==> src/rtl/uart_tx_buffered.sv <==
// uart_tx_buffered
// Buffered UART transmitter: a small FIFO of ASCII bytes feeding an 8N1
// serializer running at DIV = CLK_HZ/BAUD clock cycles per bit.
// Optional feature macro: UART_TX_PARITY_EN adds an even-parity bit between
// the last data bit and the stop bit (frame becomes 11 bit periods).
//
// Handshake: push/din form a one-cycle valid strobe. The ready side is
// ~tx_busy, a registered FIFO-full flag. A push is taken on the clock edge
// where push=1 and tx_busy=0; a push seen while tx_busy=1 is dropped and
// latches the sticky overflow flag. tx_busy reflects every push/pop from the
// cycle after the edge that caused it.

module uart_tx_buffered #(
    parameter int CLK_HZ     = 100_000_000,
    parameter int BAUD       = 9600,
    parameter int DEPTH_LOG2 = 4
) (
    input  logic       clk,
    input  logic       rst,
    input  logic       push,
    input  logic [7:0] din,
    output logic       tx,
    output logic       tx_busy,
    output logic       empty,
    output logic       overflow,
    output logic       tx_done,
    output logic [2:0] dbg_state
);

    localparam int DIV   = CLK_HZ / BAUD;
    localparam int DEPTH = 1 << DEPTH_LOG2;
    localparam int CNT_W = (DIV > 2) ? $clog2(DIV) : 1;

    localparam logic [CNT_W-1:0]      DIV_LAST = CNT_W'(DIV - 1);
    localparam logic [DEPTH_LOG2:0]   FULL_CNT = (DEPTH_LOG2 + 1)'(DEPTH);

    typedef enum logic [2:0] {
        S_IDLE   = 3'd0,
        S_START  = 3'd1,
        S_DATA   = 3'd2,
        S_PARITY = 3'd3,
        S_STOP   = 3'd4
    } state_t;

    // ------------------------------------------------------------------
    // FIFO storage and bookkeeping
    // ------------------------------------------------------------------
    logic [7:0]            mem [0:DEPTH-1];
    logic [DEPTH_LOG2-1:0] wr_ptr;
    logic [DEPTH_LOG2-1:0] rd_ptr;
    logic [DEPTH_LOG2:0]   count_q;
    logic [DEPTH_LOG2:0]   count_d;
    logic                  push_ok;
    logic                  pop;

    // ------------------------------------------------------------------
    // Serializer state
    // ------------------------------------------------------------------
    state_t           state_q;
    state_t           state_d;
    logic [CNT_W-1:0] cnt_q;
    logic [CNT_W-1:0] cnt_d;
    logic [2:0]       idx_q;
    logic [2:0]       idx_d;
    logic [7:0]       shift_q;
    logic [7:0]       shift_d;
    logic             tx_d;
    logic             done_d;
    logic             bit_end;
`ifdef UART_TX_PARITY_EN
    logic             par_q;
    logic             par_d;
`endif

    // Push is accepted against the registered full flag, even when a pop
    // happens on the same edge; this keeps the ready path fully registered.
    assign push_ok   = push & ~tx_busy;
    assign bit_end   = (cnt_q == DIV_LAST);
    assign dbg_state = state_q;

    // Next occupancy: push and pop on the same edge cancel out.
    always_comb begin
        count_d = count_q;
        case ({push_ok, pop})
            2'b10:   count_d = count_q + 1'b1;
            2'b01:   count_d = count_q - 1'b1;
            default: count_d = count_q;
        endcase
    end

    // FIFO data array; contents need no reset since pointers define validity.
    always_ff @(posedge clk) begin
        if (push_ok) begin
            mem[wr_ptr] <= din;
        end
    end

    // FIFO pointers, occupancy, registered full/empty and sticky overflow.
    always_ff @(posedge clk or posedge rst) begin
        if (rst) begin
            wr_ptr   <= '0;
            rd_ptr   <= '0;
            count_q  <= '0;
            tx_busy  <= 1'b0;
            empty    <= 1'b1;
            overflow <= 1'b0;
        end else begin
            if (push_ok) begin
                wr_ptr <= wr_ptr + 1'b1;
            end
            if (pop) begin
                rd_ptr <= rd_ptr + 1'b1;
            end
            if (push && tx_busy) begin
                overflow <= 1'b1;
            end
            count_q <= count_d;
            tx_busy <= (count_d == FULL_CNT);
            empty   <= (count_d == '0);
        end
    end

    // Serializer next-state: the line value for the next cycle is computed
    // here so that tx itself can be a plain register.
    always_comb begin
        state_d = state_q;
        cnt_d   = cnt_q;
        idx_d   = idx_q;
        shift_d = shift_q;
        tx_d    = 1'b1;
        done_d  = 1'b0;
        pop     = 1'b0;
`ifdef UART_TX_PARITY_EN
        par_d   = par_q;
`endif
        case (state_q)
            S_IDLE: begin
                tx_d = 1'b1;
                if (!empty) begin
                    pop     = 1'b1;
                    shift_d = mem[rd_ptr];
`ifdef UART_TX_PARITY_EN
                    par_d   = ^mem[rd_ptr];
`endif
                    cnt_d   = '0;
                    idx_d   = '0;
                    state_d = S_START;
                    tx_d    = 1'b0;
                end
            end
            S_START: begin
                tx_d = 1'b0;
                if (bit_end) begin
                    cnt_d   = '0;
                    state_d = S_DATA;
                    tx_d    = shift_q[0];
                end else begin
                    cnt_d = cnt_q + 1'b1;
                end
            end
            S_DATA: begin
                tx_d = shift_q[0];
                if (bit_end) begin
                    cnt_d   = '0;
                    shift_d = {1'b0, shift_q[7:1]};
                    if (idx_q == 3'd7) begin
`ifdef UART_TX_PARITY_EN
                        state_d = S_PARITY;
                        tx_d    = par_q;
`else
                        state_d = S_STOP;
                        tx_d    = 1'b1;
`endif
                    end else begin
                        idx_d = idx_q + 1'b1;
                        tx_d  = shift_q[1];
                    end
                end else begin
                    cnt_d = cnt_q + 1'b1;
                end
            end
`ifdef UART_TX_PARITY_EN
            S_PARITY: begin
                tx_d = par_q;
                if (bit_end) begin
                    cnt_d   = '0;
                    state_d = S_STOP;
                    tx_d    = 1'b1;
                end else begin
                    cnt_d = cnt_q + 1'b1;
                end
            end
`endif
            S_STOP: begin
                tx_d = 1'b1;
                if (bit_end) begin
                    cnt_d   = '0;
                    state_d = S_IDLE;
                    done_d  = 1'b1;
                end else begin
                    cnt_d = cnt_q + 1'b1;
                end
            end
            default: begin
                state_d = S_IDLE;
                tx_d    = 1'b1;
            end
        endcase
    end

    // Serializer registers; reset aborts any frame and returns the line high.
    always_ff @(posedge clk or posedge rst) begin
        if (rst) begin
            state_q <= S_IDLE;
            cnt_q   <= '0;
            idx_q   <= '0;
            shift_q <= '0;
            tx      <= 1'b1;
            tx_done <= 1'b0;
        end else begin
            state_q <= state_d;
            cnt_q   <= cnt_d;
            idx_q   <= idx_d;
            shift_q <= shift_d;
            tx      <= tx_d;
            tx_done <= done_d;
        end
    end

`ifdef UART_TX_PARITY_EN
    // Parity of the byte in flight, captured at pop time.
    always_ff @(posedge clk or posedge rst) begin
        if (rst) begin
            par_q <= 1'b0;
        end else begin
            par_q <= par_d;
        end
    end
`endif

endmodule

==> config.mk <==
export PLATFORM = sky130hd
export DESIGN_NAME = uart_tx_buffered
export DESIGN_NICKNAME = d
export VERILOG_FILES = /design/src/rtl/uart_tx_buffered.sv
export SDC_FILE = /design/constraint.sdc
export NUM_CORES = 1
export LEC_CHECK = 0
export ABC_AREA = 1
export CORE_ASPECT_RATIO = 0.7
export CORE_MARGIN = 2
export CORE_UTILIZATION = 35
export DETAILED_ROUTE_END_ITERATION = 10
export HOLD_SLACK_MARGIN = 0.15
export PLACE_DENSITY_LB_ADDON = 0.15
export SLEW_MARGIN = 20
export SYNTH_ARGS = -nofsm -noshare
export SYNTH_HDL_FRONTEND = slang
export SYNTH_SLANG_ARGS = --single-unit
==> constraint.sdc <==
create_clock -name clk -period 2.7 [get_ports clk]
set_input_delay 0.27 -clock clk [delete_from_list [all_inputs] [get_ports clk]]
set_output_delay 0.27 -clock clk [all_outputs]
set_load 0.01 [all_outputs]
==> flow_metrics.tcl <==
set metrics [dict create \
    clock-sinks 174 \
    initialDrtViolationCount 449 \
    power_density_nw_per_um2 732 \
    ios 19 \
    finClkSkew_ps 8.10 \
    cts_made_buffers 17 \
    maxCapViolCount 0 \
    antenna_found_initial 0 \
    sw_frac_of_total_pct 24.9 \
    hold_start "push" \
    synth_nets 713 \
    htreeDepth 4 \
    pwr-share-clk_pct 37.7 \
    synthArstFlopShare_pct 26.4 \
    ys_types 42 \
    whs_endpoint "overflow" \
    path_clk_slew_ps 60 \
    hold_buffers 1 \
    min_period_ps 2260 \
    core_area_sq_um 21500 \
    die_x_um 180 \
    dieHeight_um 127 \
    synth_cells 692 \
    rsz0062_at_grt "false" \
    layout.cells.non_filler 1029 \
    synthFlopType "edfxtp_1" \
    place_congestion 0.786 \
    power_frac_comb_pct 11.6 \
    hold_viol 0 \
    post_cts_resized 0 \
    grt_pass1_wl_um 29300 \
    holdCritPathClass "primary input to register" \
    crit_fanout 8 \
    viasPerCell 5.05 \
    endpoint_kind "register" \
    yosysSeqAreaShare_pct 65.8 \
    die-area_sq_um 22900 \
    dp.final_hpwl_um 12500 \
    drt_first_pass_iters 5 \
    post-place-ws_ps 272 \
    max_freq_ghz 0.443 \
    layout_setup_ws_ps 442 \
    hold_depth 2 \
    insertion_delay_ps 430 \
    clockBufferDepth 2 \
    synth_top_area_share_pct 50.6 \
    area_growth_syn_to_layout_pct 16.2 \
    fin_setup_tns_ps 0 \
    synth-edff-count 128 \
    cp.arrival_ps 2620 \
    drc 0 \
    intPower_w 0.00485 \
    vias 5200 \
    p_leak_nw 3.31 \
    wl_per_cell_um 18.1 \
    grt_pass1_vias 4943 \
    rr_worst_depth 10 \
    grt_overflow 0 \
    peakVddDrop_uv 439 \
    syn_area_sq_um 7590 \
    cts_tree "built" \
    cts_setup_buffers 0 \
    rrSetupSlack_ps 440 \
    grt_use_total_pct 17.0 \
    relSlewSlack_pct 50.3 \
    finalSetupViolations 0 \
    root_buffer "clkbuf_16" \
    r2r_end "tx_busy" \
    final_common_cell "nand2_1" \
    layout_common_cells "nand2_1 (132), edfxtp_1 (128), nor2_1 (92)" \
    initial_core_util_pct 35.3 \
    crit_required_ps 3060 \
    layout.nets 756 \
    synth_area_leader_cell "edfxtp_1" \
    min_period_over_period_pct 83.6 \
    drive_above_1_share_pct 12.3 \
    grt_max_degree 35 \
    io_buffers 18 \
    ys_seq_elements 174 \
    status "complete, no violations" \
    p_total_w 0.00646 \
    rows 45 \
    avgSynthCellArea_sq_um 11.0 \
    ant_nets 0 \
    drv_slew 0 \
    critical_path_class "register to register" \
    worstSetupStartpointType "register" \
    yosysWarnings 0 \
    pwr-share-seq_pct 50.7 \
    worst_pin_slew_ps 743 \
    p_sw_w 0.00161 \
    synthTopCellsByArea "edfxtp_1 (51%), dfrtp_1 (14%), nand2_1 (6.5%)" \
    r2r_start "empty" \
    wl_um 18600 \
    n_antenna_cell 0 \
    place_inst 997 \
]
state kept, by name (all words and copies together) (netlist names), 3 cells and up:
name / count
count_q: 5
cnt_q: 14
idx_q: 3
shift_q: 8
wr_ptr: 4
dbg_state: 3
rd_ptr: 4
mem: 128
area by class of cell:
class,count,area (sq um)
clock buffer,20,437
clock inverter,11,143
fill,2041,12700
inverter,45,176
multi-input combinational,451,2320
sequential,174,5000
tap,282,353
timing repair buffer,46,393
per-layer routing:
metal | part of all wire, % | global-route usage (%) | up-vias
li1 | - | - | 2505
met1 | 51 | 26.4 | 2553
met2 | 42 | 24.3 | 123
met3 | 5.2 | 2.54 | 19
met4 | 1.2 | 5.17 | 0
met5 | 0 | 0 | -
through the flow:
| step | utilization (%) | area (sq um) | hold slack, ps |
|---|---|---|---|
| 6_report | 41.0 | 8820 | 474 |
| 5_1_grt | 41.0 | 8820 | 464 |
| 4_1_cts | 41.0 | 8820 | 464 |
| 3_5_place_dp | 38.3 | 8230 | 467 |
| 3_3_place_gp | 38.3 | 8230 | 464 |
| 2_1_floorplan | - | 7590 | 369 |
how the worst max path moves through the flow:
stage,startpoint,end,cells after the start
after CTS,empty,tx_busy,10
final,empty,tx_busy,10
after floorplan,empty,tx_busy,10
after detailed placement,push,tx_busy,13
after global placement,push,tx_busy,13
after global routing,dbg_state[1],tx_busy,12
Yosys cell counts (2+ instances only):
cell type,count
a211oi_2,3
a21oi_1,20
a31oi_1,3
buf_2,11
clkbuf_1,11
clkinv_1,2
dfrtp_1,44
dfstp_2,2
edfxtp_1,128
ha_1,10
inv_1,37
inv_2,4
nand2_1,132
nand2_2,6
nand3_1,40
nand3_4,3
nand4_1,7
nor2_1,92
nor2_2,2
nor2_4,4
nor3_1,7
nor3_4,2
o211ai_1,9
o21ai_0,75
o221ai_1,6
o22ai_1,8
or2_2,2
xor2_1,8
cells by family (layout without fill, tap and decap cells):
family          Yosys count  count (layout)  share of synthesized area [%]
fa+ha+maj                10              10                           1.65
compound gates          129             129                           9.74
buf+inv                  67             122                           3.59
xor+xnor                  9               9                           1.04
simple gates            303             303                           18.2
flops                   174             174                           65.8
power groups by stage:
stage	Clock [W]	Sequential [W]	Combinational, W
floorplan	0	0.00330	0.000451
global placement	0	0.00332	0.000746
detailed placement	0	0.00332	0.000750
CTS	0.00249	0.00327	0.000754
global route	0.00260	0.00329	0.000845
finish	0.00244	0.00327	0.000749
worst max-delay path, cell delays in order, from the launching register on:
cell	delay, ps
dfstp_2	570
inv_1	90
nand3_4	160
clkinv_4	140
ha_1	390
o21ai_0	190
inv_1	60
or2_2	270
nor2_1	100
nand3_1	100
nor2_1	110
(Power assumes the default switching activity.)
==> edit 1, RTL diff (same flow settings) <==
The output `tx` loses its register stage (`tx` becomes a continuous assignment).
--- a/src/rtl/uart_tx_buffered.sv
+++ b/src/rtl/uart_tx_buffered.sv
@@ -215,17 +215,17 @@
             cnt_q   <= '0;
             idx_q   <= '0;
             shift_q <= '0;
-            tx      <= 1'b1;
             tx_done <= 1'b0;
         end else begin
             state_q <= state_d;
             cnt_q   <= cnt_d;
             idx_q   <= idx_d;
             shift_q <= shift_d;
-            tx      <= tx_d;
             tx_done <= done_d;
         end
     end
+
+    assign tx = tx_d;
 
 `ifdef UART_TX_PARITY_EN
     // Parity of the byte in flight, captured at pop time.
Function: changed (a bounded check fails within 4 cycles, from zero or initial values and one cycle with rst high).
==> edit 1 against the unedited design <==
  * Final area fell by 0.45%
  * Area after synthesis fell by 0.35%
  * Wire length fell by 2.7%
  * Count of clock-buffer cells in the layout fell by 3
  * Global-route usage fell by 0.42 points
  * Power fell by 3.3%
  * Sequential cell count fell by 1
  * Worst setup slack got worse by 0.25 ns
  * Critical path depth rose by 1
  * Critical path type is now reg2out
  * Largest cell class unchanged
  * Largest power group unchanged
  * Highest routed layer unchanged
==> edit 1: results (changes against the unedited design) <==
run status = finished, final reports clean (unchanged)
clock share of power = 0.360 (was 0.377)
slowest stage delay, CP = 0.36 ns (was 0.57 ns)
multi-input gate area in the final layout = 2330 um^2 (was 2320 um^2)
Lkg Pwr = 0.00329 uW (was 0.00331 uW)
Syn Area/Cell = 11.0 um^2 (about the same)
syn nets = 712 (was 713)
fraction of area in registers = 0.566 (was 0.567)
Seq pwr share = 0.521 (was 0.507)
delay-heaviest family, CP = simple AND/OR/NAND/NOR gates (unchanged)
Worst Max-Slew Pin Slew = 0.797 ns (was 0.743 ns)
post-place instance area = 8210 um^2 (was 8230 um^2)
Tot Pwr = 6240 uW (was 6460 uW)
GRT Total Usage = 0.165 (was 0.170)
pin count of the biggest net entering global routing = 67 (was 35)
met2 Use GR = 0.239 (was 0.243)
sw power = 1670 uW (was 1610 uW)
clk_skew = 0.00942 ns (was 0.00810 ns)
Min Hold Slack = 0.310 ns (was 0.474 ns)
Worst Hold Class = in2async (was in2reg)
final HPWL from detailed placement = 12100 um (was 12500 um)
Worst VDD drop = 0.382 mV (was 0.439 mV)
max layer used = met4 (unchanged)
initial antenna violation count = 0 (unchanged)
met3 routed WL = 781 um (was 971 um)
first-pass GRT wire length = 28500 um (was 29300 um)
routability cong. = 0.833 (was 0.786)
Max FO, Critical Path = 6 (was 8)
clock sinks = 173 (was 174)
Data buffer area share = 0.0474 (was 0.0445)
GR Layer Usage met1 = 0.254 (was 0.264)
clkbuf count = 17 (was 20)
clock-pin slew on the worst setup and hold paths = 0.07 ns
ys async rst share = 0.260 (was 0.264)
Detailed Route WL = 18100 um (was 18600 um)
CP Data Arrival Time = 2.24 ns (was 2.62 ns)
Port Buffers = 18 (unchanged)
vias in the first global route = 4907 (was 4943)
Setup WS pre-CTS = 0.240 ns (was 0.272 ns)
sequential element share of the synthesized area = 0.657 (was 0.658)
met1 WL = 9460 um (was 9530 um)
via-per-instance ratio = 5.06 (was 5.05)
Buffers excl. clock = 48 (was 46)
met3 usage in global routing = 0.0285 (was 0.0254)
Fillers = 1972 (was 2041)
Clock buf/inv share = 0.0617 (was 0.0657)
Nets = 757 (was 756)
core area = 21000 um^2 (was 21500 um^2)
wire per inst = 17.6 um (was 18.1 um)
1st-iter DRT viols = 445 (was 449)
routed wl met2 = 7640 um (was 7880 um)
layout cells sized above 1 = 0.134 (was 0.123)
top cells by area, synth = edfxtp_1 (51%), dfrtp_1 (15%), nand2_1 (6.5%), o21ai_0 (5.0%), nor2_1 (4.6%) (was edfxtp_1 (51%), dfrtp_1 (14%), nand2_1 (6.5%), o21ai_0 (4.9%), nor2_1 (4.5%))
-- edit 1: cell types whose count changed after synthesis, sizes merged --
cell,change
dfstp,-1
-- edit 1: how the worst max path moves through the flow --
stage                  start       to  slack, ns  depth (start not counted)
floorplan              empty  tx_busy       0.65                         10
global placement        push  tx_busy       0.24                         13
detailed placement      push  tx_busy       0.24                         13
CTS                 cnt_q[0]       tx       0.19                         11
global route        cnt_q[0]       tx      0.006                         11
finish              cnt_q[0]       tx       0.19                         11
-- edit 1: cells by family (layout without fill, tap and decap cells) --
family,after synthesis,count (layout),synth area share
xor gates and xnor gates,9,9,0.0104
adders and majority gates,10,10,0.0165
buffers and inverters,67,125,0.0360
and+or+nand+nor,303,303,0.182
AOI/OAI and AO/OA,129,129,0.0977
DFF,173,173,0.657
-- edit 1: repair_timing --
action                                  CTS  global route
gates resized for setup                   3             0
endpoints found under the setup margin    1             1
pin swaps                                 0             1
setup buffers                             0             4
==> edit 2, RTL diff (same settings) <==
Made on the original files. The option `UART_TX_PARITY_EN` is turned on by a define.
--- a/src/rtl/uart_tx_buffered.sv
+++ b/src/rtl/uart_tx_buffered.sv
@@ -9,6 +9,8 @@
 // where push=1 and tx_busy=0; a push seen while tx_busy=1 is dropped and
 // latches the sticky overflow flag. tx_busy reflects every push/pop from the
 // cycle after the edge that caused it.
+
+`define UART_TX_PARITY_EN
 
 module uart_tx_buffered #(
     parameter int CLK_HZ     = 100_000_000,
Check against the original RTL: no difference found for any inputs over 10 cycles, from zero or initial values and one cycle with rst high; that may be too few to reach the edited logic, so the function may still have changed.
==> edit 2 against the unedited design <==
  * Non-clock buffer count did not move
  * Worst setup slack improved by 0.034 ns
  * Final area increased by 4.5%
  * Wire length shrank 1.7%
  * Area after synthesis grew 5.1%
  * Sequential cell count grew 1
Power is not compared: it rests on default switching activity, and its combinational part moved more than twofold at a synthesized area within 25%.
==> edit 2: results (changes against the unedited design) <==
Nets = 870 (was 756)
biggest regs = mem: 128 flops, cnt_q: 14 flops, shift_q: 8 flops (unchanged)
vias in the first global route = 5012 (was 4943)
met3 usage in global routing = 0.0382 (was 0.0254)
Worst Max-Slew Pin Slew = 0.811 ns (was 0.743 ns)
synth warn = 0 (unchanged)
Via Count = 5394 (was 5200)
placed cell count = 1142 (was 997)
crit path from = dbg_state[0] (was empty)
pin count of the biggest net entering global routing = 73 (was 35)
Worst Hold Class = in2async (was in2reg)
layout cells sized above 1 = 0.0951 (was 0.123)
routability cong. = 0.771 (was 0.786)
via-per-instance ratio = 4.59 (was 5.05)
Max FO, Critical Path = 8 (unchanged)
sequential element share of the synthesized area = 0.629 (was 0.658)
delay-heaviest family, CP = simple AND/OR/NAND/NOR gates (unchanged)
Sw Share = 0.411
Cells after Synth = 810 (was 692)
1st-iter DRT viols = 378 (was 449)
final HPWL from detailed placement = 12100 um (was 12500 um)
root buf cell = clkbuf_16 (unchanged)
met1 WL = 9950 um (was 9530 um)
first-pass GRT wire length = 28500 um (was 29300 um)
initial antenna violation count = 0 (unchanged)
GR Layer Usage met1 = 0.248 (was 0.264)
max layer used = met4 (unchanged)
met2 Use GR = 0.228 (was 0.243)
clock-pin slew on the worst setup and hold paths = 0.07 ns
flop-to-flop setup slack = 0.48 ns (was 0.44 ns)
Lkg Pwr = 0.00381 uW
register bank with the most flops = mem (unchanged)
Critical-path top delay cell = dfrtp_1 (was dfstp_2)
post-CTS resize count = 0 (unchanged)
clk_skew = 0.0117 ns (was 0.00810 ns)
post-CTS setup buffers = 0 (unchanged)
routed wl met2 = 7430 um (was 7880 um)
ys async rst share = 0.269 (was 0.264)
Synth cell types = 45 (was 42)
met3 routed WL = 733 um (was 971 um)
Min Hold Slack = 0.193 ns (was 0.474 ns)
GRT Total Usage = 0.162 (was 0.170)
top cells by area, synth = edfxtp_1 (48%), dfrtp_1 (14%), nand2_1 (12%), nand3_1 (5.1%), nor2_1 (3.8%) (was edfxtp_1 (51%), dfrtp_1 (14%), nand2_1 (6.5%), o21ai_0 (4.9%), nor2_1 (4.5%))
Detailed Route WL = 18300 um (was 18600 um)
CTS Buffer Depth = 2 (unchanged)
Fillers = 2206 (was 2041)
EDFF count, synth = 128 (unchanged)
Port Buffers = 18 (unchanged)
slowest stage delay, CP = 0.45 ns (was 0.57 ns)
syn nets = 831 (was 713)
CP Data Arrival Time = 2.56 ns (was 2.62 ns)
Worst-Skew Late Latency = 0.44 ns
most common library cells after synthesis = nand2_1 (249), edfxtp_1 (128), nand3_1 (81) (was nand2_1 (132), edfxtp_1 (128), nor2_1 (92))
CTS buffer count = 17 (unchanged)
drt first pass iters = 5 (unchanged)
run status = finished, final reports clean (unchanged)
H-tree levels = 4 (unchanged)
edit 2: changes by cell type after synthesis, sizes merged, moves of 4 or more:
| cell | unedited run | this run |
|---|---|---|
| nand2 | 139 | 254 |
| o21ai | 76 | 27 |
| nand3 | 43 | 83 |
| inv | 42 | 77 |
| a21oi | 21 | 7 |
| nor2 | 99 | 86 |
| buf | 11 | 23 |
| clkbuf | 11 | 3 |
| o221ai | 6 | 0 |
| o211ai | 9 | 4 |
| o22ai | 8 | 3 |
| a31oi | 3 | 7 |
edit 2: power groups by stage:
stage                     Clock [uW]  Sequential (uW)  Combinational (uW)
after floorplan                    0             3620                3160
after global placement             0             3670                4430
after detailed placement           0             3680                4420
after CTS                       2430             3620                4430
after global routing            2550             3670                4980
final                           2380             3620                4380
edit 2: stage by stage:
stage	cell area (um^2)	setup WS [ns]
6_report	9220	0.476
5_1_grt	9220	0.223
2_1_floorplan	7980	0.632
4_1_cts	9220	0.461
3_3_place_gp	8660	0.450
3_5_place_dp	8660	0.421
edit 2: cells by family after synthesis:
logic type / synth area share
and+or+nand+nor: 0.239
DFF: 0.629
buffers and inverters: 0.0580
AOI/OAI and AO/OA: 0.0423
xor gates and xnor gates: 0.0165
adders and majority gates: 0.0157
edit 2: worst paths after layout:
path | end | depth (start not counted)
max reg2reg | tx_busy | 16
max in group asynchronous | tx | 3
min | cnt_q[13] | 2
max | tx_busy | 16
min in group clk | overflow | 2
min reg2reg | overflow | 1
edit 2: layout make-up:
type,instances,share of cell area
diodes,1,0.000271
clock buffers,17,0.0461
clock inverters,15,0.0144
inverters,81,0.0335
multi-input cells,528,0.271
flip-flops and latches,175,0.545
well taps,312,0.0423
repair buffers,46,0.0478
